===== src/rtl/block_pkg.sv =====
// Shared types and defaults for the stacker block bitmap controller.
package block_pkg;

  localparam int DEF_ROWS        = 8;
  localparam int DEF_COLS        = 8;
  localparam int DEF_FLASH_COUNT = 6;

  typedef logic [$clog2(DEF_ROWS)-1:0] row_t;

  typedef enum logic [1:0] {
    IDLE  = 2'd0,
    CLEAR = 2'd1,
    FLASH = 2'd2
  } state_t;

endpackage


===== src/rtl/bitmap_store.sv =====
// Block bitmap register file: one write port, one clear-row port and a
// registered single-bit read port whose output is XORed with an invert mask.
module bitmap_store
  import block_pkg::*;
#(
  parameter int ROWS = DEF_ROWS,
  parameter int COLS = DEF_COLS
) (
  input  logic                    clk,
  input  logic                    reset,
  input  logic                    wr_en,
  input  logic [$clog2(ROWS)-1:0] wr_row,
  input  logic [COLS-1:0]         wr_data,
  input  logic                    clr_en,
  input  logic [$clog2(ROWS)-1:0] clr_row,
  input  logic [$clog2(ROWS)-1:0] rd_row,
  input  logic [$clog2(COLS)-1:0] rd_col,
  input  logic                    rd_mask,
  output logic                    rd_pixel
);

  localparam int CW = $clog2(COLS);

  logic [COLS-1:0] bitmap [ROWS];
  logic [CW-1:0]   col_idx;

  // Column 0 on screen is the most significant bit of the row word.
  assign col_idx = CW'(COLS - 1) - rd_col;

  // NOTE: the array is reset explicitly; the game relies on an empty board
  // after reset, so this must stay flops rather than an unreset RAM.
  always_ff @(posedge clk or posedge reset) begin
    if (reset) begin
      for (int r = 0; r < ROWS; r++) bitmap[r] <= '0;
      rd_pixel <= 1'b0;
    end else begin
      if (clr_en)     bitmap[clr_row] <= '0;
      else if (wr_en) bitmap[wr_row]  <= wr_data;
      rd_pixel <= bitmap[rd_row][col_idx] ^ rd_mask;
    end
  end

endmodule


===== src/rtl/block_array_ctrl.sv =====
// Arbitrates FSM row writes, a multi-cycle bitmap clear and the game-over
// flash animation, and serves the VGA pixel read path.
module block_array_ctrl
  import block_pkg::*;
#(
  parameter int ROWS        = DEF_ROWS,
  parameter int COLS        = DEF_COLS,
  parameter int FLASH_COUNT = DEF_FLASH_COUNT
) (
  input  logic                    clk,
  input  logic                    reset,
  input  logic                    wr_req,
  input  logic [$clog2(ROWS)-1:0] wr_row,
  input  logic [COLS-1:0]         wr_data,
  output logic                    wr_ack,
  input  logic                    clr_req,
  output logic                    clr_busy,
  output logic                    clr_done,
  input  logic                    flash_req,
  input  logic                    flash_tick,
  output logic                    flash_active,
  input  logic [$clog2(ROWS)-1:0] rd_row,
  input  logic [$clog2(COLS)-1:0] rd_col,
  output logic                    rd_pixel
);

  localparam int RW    = $clog2(ROWS);
  localparam int CNT_W = $clog2(FLASH_COUNT + 1);

  state_t           state, state_d;
  logic [RW-1:0]    clr_ptr, clr_ptr_d;
  logic [CNT_W-1:0] flash_cnt, flash_cnt_d;
  logic             invert, invert_d;
  logic             wr_ack_d, clr_busy_d, clr_done_d, flash_active_d;
  logic             wr_en, clr_en;
  logic [RW-1:0]    wr_idx;

  // FSM row 0 is the bottom of the stack, stored in the last bitmap row.
  assign wr_idx = RW'(ROWS - 1) - wr_row;

  // NOTE: every signal gets its default first so no path leaves one
  // unassigned, which would otherwise infer a latch.
  always_comb begin
    state_d        = state;
    clr_ptr_d      = clr_ptr;
    flash_cnt_d    = flash_cnt;
    invert_d       = invert;
    wr_ack_d       = 1'b0;
    clr_busy_d     = clr_busy;
    clr_done_d     = 1'b0;
    flash_active_d = flash_active;
    wr_en          = 1'b0;
    clr_en         = 1'b0;

    case (state)
      IDLE: begin
        if (clr_req) begin
          state_d    = CLEAR;
          clr_ptr_d  = '0;
          clr_busy_d = 1'b1;
        end else if (wr_req) begin
          // A request still high during its own ack cycle is not re-accepted.
          if (!wr_ack) begin
            wr_en    = 1'b1;
            wr_ack_d = 1'b1;
          end
        end else if (flash_req) begin
          state_d        = FLASH;
          flash_cnt_d    = '0;
          flash_active_d = 1'b1;
        end
      end
      CLEAR: begin
        clr_en = 1'b1;
        if (clr_ptr == RW'(ROWS - 1)) begin
          state_d    = IDLE;
          clr_busy_d = 1'b0;
          clr_done_d = 1'b1;
        end else begin
          clr_ptr_d = clr_ptr + 1'b1;
        end
      end
      FLASH: begin
        if (clr_req) begin
          state_d        = CLEAR;
          clr_ptr_d      = '0;
          clr_busy_d     = 1'b1;
          invert_d       = 1'b0;
          flash_active_d = 1'b0;
        end else if (flash_tick) begin
          if (flash_cnt == CNT_W'(FLASH_COUNT - 1)) begin
            state_d        = IDLE;
            flash_cnt_d    = CNT_W'(FLASH_COUNT);
            invert_d       = 1'b0;
            flash_active_d = 1'b0;
          end else begin
            flash_cnt_d = flash_cnt + 1'b1;
            invert_d    = ~invert;
          end
        end
      end
      default: state_d = IDLE;
    endcase
  end

  // NOTE: state registers use non-blocking assignments so every flop
  // samples the pre-edge values regardless of statement order.
  always_ff @(posedge clk or posedge reset) begin
    if (reset) begin
      state        <= IDLE;
      clr_ptr      <= '0;
      flash_cnt    <= '0;
      invert       <= 1'b0;
      wr_ack       <= 1'b0;
      clr_busy     <= 1'b0;
      clr_done     <= 1'b0;
      flash_active <= 1'b0;
    end else begin
      state        <= state_d;
      clr_ptr      <= clr_ptr_d;
      flash_cnt    <= flash_cnt_d;
      invert       <= invert_d;
      wr_ack       <= wr_ack_d;
      clr_busy     <= clr_busy_d;
      clr_done     <= clr_done_d;
      flash_active <= flash_active_d;
    end
  end

  bitmap_store #(
    .ROWS (ROWS),
    .COLS (COLS)
  ) u_store (
    .clk      (clk),
    .reset    (reset),
    .wr_en    (wr_en),
    .wr_row   (wr_idx),
    .wr_data  (wr_data),
    .clr_en   (clr_en),
    .clr_row  (clr_ptr),
    .rd_row   (rd_row),
    .rd_col   (rd_col),
    .rd_mask  (invert),
    .rd_pixel (rd_pixel)
  );

endmodule


===== config.mk =====
export PLATFORM = sky130hd
export DESIGN_NAME = block_array_ctrl
export DESIGN_NICKNAME = d
export VERILOG_FILES = /design/src/rtl/block_pkg.sv /design/src/rtl/bitmap_store.sv /design/src/rtl/block_array_ctrl.sv
export SDC_FILE = /design/constraint.sdc
export NUM_CORES = 1
export LEC_CHECK = 0
export BUFFER_PORTS_ARGS = -buffer_cell sky130_fd_sc_hd__buf_2
export CORE_AREA = 2 2 94 96
export DETAILED_ROUTE_END_ITERATION = 8
export DIE_AREA = 0 0 96 98
export PLACE_DENSITY_LB_ADDON = 0.1
export RECOVER_POWER = 50
export REMOVE_ABC_BUFFERS = 1
export SYNTH_ARGS = -nofsm -noshare
export SYNTH_HDL_FRONTEND = slang
export SYNTH_SLANG_ARGS = --single-unit

===== constraint.sdc =====
create_clock -name clk -period 6.3 [get_ports clk]
set_clock_uncertainty 0.2 [all_clocks]
set_input_delay 0.315 -clock clk [delete_from_list [all_inputs] [get_ports clk]]
set_output_delay 0.315 -clock clk [all_outputs]
set_load 0.02 [all_outputs]

==> summary.txt <==
Clock tree
  – CTS tree: built
  – Setup Buffers After CTS: 0
  – Post-CTS Resized: 0
  – CTS clk-pin slew, worst paths: 80 ps
  – Depth of the CTS H-tree: 3
  – Total CTS buffers: 9
  – Sink Count: 78
  – CTS root buf: clkbuf_8
  – CTS Buffer Depth: 2
  – Skew-Pair Late Insertion Delay: 350 ps
  – Cts hold-fix bufs: 0

Run
  – Max cap viols: 0

Placement
  – PortBufs: 27
  – GP Congestion: 0.761
  – Dpl cell area: 3860 um^2
  – Placed wire-length estimate: 5930 um
  – Worst slack, placed: 3740 ps

Power and ir drop
  – Switching share of power: 0.343
  – Clk pwr share: 0.265
  – Leak pwr: 1.91 nW
  – Cell Int Power: 0.875 mW
  – Power per cell area: 329 nW/um^2
  – Flop pwr share: 0.489
  – Sw power: 0.456 mW
  – Combinational share of power: 0.246
  – VDD IR max: 0.000115 V

Routing
  – TritonRoute pass-1 iters: 4
  – DRC: 0
  – Post-route antenna net violation count: 0
  – Total number of vias: 2505
  – Via-to-Cell Ratio: 5.95
  – DRT iter0 DRCs: 177
  – Final WL: 9320 um
  – WL/cell: 22.1 um

Layout
  – N_diodes: 0
  – Post-route design area: 4040 um^2
  – Filler cells: 751
  – Final core utilization: 0.478
  – Final #Nets: 335
  – Fraction of layout cells with a size suffix above 1: 0.211
  – P&R area growth vs syn: 10.0%

Die
  – Die Height: 98 um
  – Rows: 34
  – Starting Density: 0.434
  – Die Width: 96 um
  – Number of top-level pins: 28
  – Core area: 8470 um^2
  – Die ar.: 9410 um^2

Setup path
  – Critical-path cell list: nor2_1 > and4bb_4 > nand2b_1 > nor2_2 > a21oi_2 > a22o_1
  – CP top delay family: simple AND/OR/NAND/NOR gates
  – Setup crit end kind: register
  – R2R setup slack: 3680 ps
  – CP Class: register to register
  – Buf+Inv Stages, Crit Path: 0
  – Slowest CP cell: nor2_2
  – Worst Path Max Fanout: 9
  – CP arrival: 2660 ps
  – Slowest cell delay on critical path: 600 ps
  – Worst EP required: 6340 ps
  – Critical path launch point type: register

Synth
  – Post-synth ARST share: 1.00
  – Post-synth EDFFs: 0
  – Top-area cell type share of the netlist area: 0.531
  – Ranking of synthesized cells by area: dfrtp_1, a22o_1, mux2i_1, mux4_1, mux4_2
  – Synthesized area: 3670 um^2
  – Main synth FF type: dfrtp_1
  – Syn avg cell area: 12.9 um^2
  – Top-count cell post-synth: dfrtp_1
  – Top cell type by total area after synthesis: dfrtp_1
  – Number of synthesized register bits: 78
  – Sequential share of the synthesized area: 0.531
  – Cells after synthesis: 285
  – Post-synth top cells: dfrtp_1, a22o_1, mux2i_1, nand2_1, a21oi_1
  – Synth warnings: 0
  – Count of different cell masters after synthesis: 40

GRT
  – Overall Global Routing Usage: 0.218
  – Initial antenna violation count: 0
  – Total global routing overflow: 0
  – Largest net degree at the start of global routing: 79
  – First-pass GRT wire length: 15100 um
  – Vias in the first global route: 2568

Timing
  – Worst rel slew slack: 0.322
  – Fin. Hold Viols: 0
  – Worst slew pin tran: 1020 ps
  – Max Slew Vio Count: 0
  – Top achievable clock speed: 0.381 GHz
  – Setup ws final: 3680 ps
  – RSZ-0062 raised after global routing: no
  – TNS Setup: 0 ps
  – Min cycle time layout: 2620 ps
  – Period utilisation layout: 0.417
  – Final setup fails: 0

Hold path
  – Hold Crit Class: input port to register

Outcome
  – Status: finished clean
-- state kept, by name, summed over array words and instances, names as in the netlist, 2 cells and up --
register / count
u_store.bitmap: 64
clr_ptr: 3
flash_cnt: 3
state: 2
-- cell usage in the layout (no fill, tap or decap), types with 2 or more instances in the layout --
cell type,count
buf_2,27
nor3_1,3
inv_1,3
ha_1,4
nand3_1,6
clkinvlp_4,2
o21ai_0,7
a22o_1,65
nor2_2,6
mux4_1,6
nand2b_1,3
mux4_2,3
mux2_2,2
nor2b_1,4
nand2_1,13
a21oi_2,3
a22oi_1,5
nand3b_1,2
a21oi_1,10
clkinv_4,2
a31oi_2,2
nor2_1,6
clkbuf_8,10
dfrtp_1,78
xnor2_1,2
mux2i_1,22
-- layer usage --
| metal | global-route usage | share of wire |
|---|---|---|
| met4 | 0.0791 | 0.0075 |
| met1 | 0.348 | 0.49 |
| met5 | 0 | 0 |
| met2 | 0.294 | 0.44 |
| met3 | 0.0394 | 0.063 |
-- final timing paths --
kind,from,cells past startpoint,endpoint
worst min register to register,u_store.bitmap[40],1,u_store.bitmap[40]
worst min-delay path,clr_req,2,state[1]
worst max register to register,state[0],6,u_store.bitmap[39]
max in group asynchronous,reset,3,u_store.bitmap[3]
min in group asynchronous,reset,3,u_store.bitmap[48]
worst max-delay path,state[0],6,u_store.bitmap[39]
-- logic make-up after synthesis --
kind of cell,after synthesis,share of synthesized area
simple gates,51,0.0797
fa+ha+maj,4,0.0136
flops,78,0.531
compound gates,96,0.213
mux,33,0.127
buf+inv,21,0.0300
xor+xnor,2,0.00477
-- power by group through the flow --
stage	Combinational [mW]	Clock, mW	Sequential [mW]
after floorplan	0.217	0	0.649
after CTS	0.331	0.361	0.649
after global placement	0.323	0	0.658
after detailed placement	0.329	0	0.658
final	0.328	0.353	0.650
after global routing	0.359	0.385	0.664
-- metrics by stage --
| step | hold slack (ps) | cells | power [mW] |
|---|---|---|---|
| floorplan | 188 | 269 | 0.865 |
| global placement | 277 | 405 | 0.981 |
| detailed placement | 275 | 405 | 0.987 |
| CTS | 8.79 | 421 | 1.34 |
| global route | 22.1 | 421 | 1.41 |
| finish | 9.52 | 421 | 1.33 |
-- area by class of cell --
class,count,area (um^2),share of cell area
multi-input combinational,186,1610,0.398
clock buffer,10,138,0.0340
timing repair buffer,28,143,0.0353
tap,108,135,0.0334
sequential,78,1950,0.483
clock inverter,6,46.3,0.0114
inverter,5,20.0,0.00495
(Power assumes the default switching activity.)
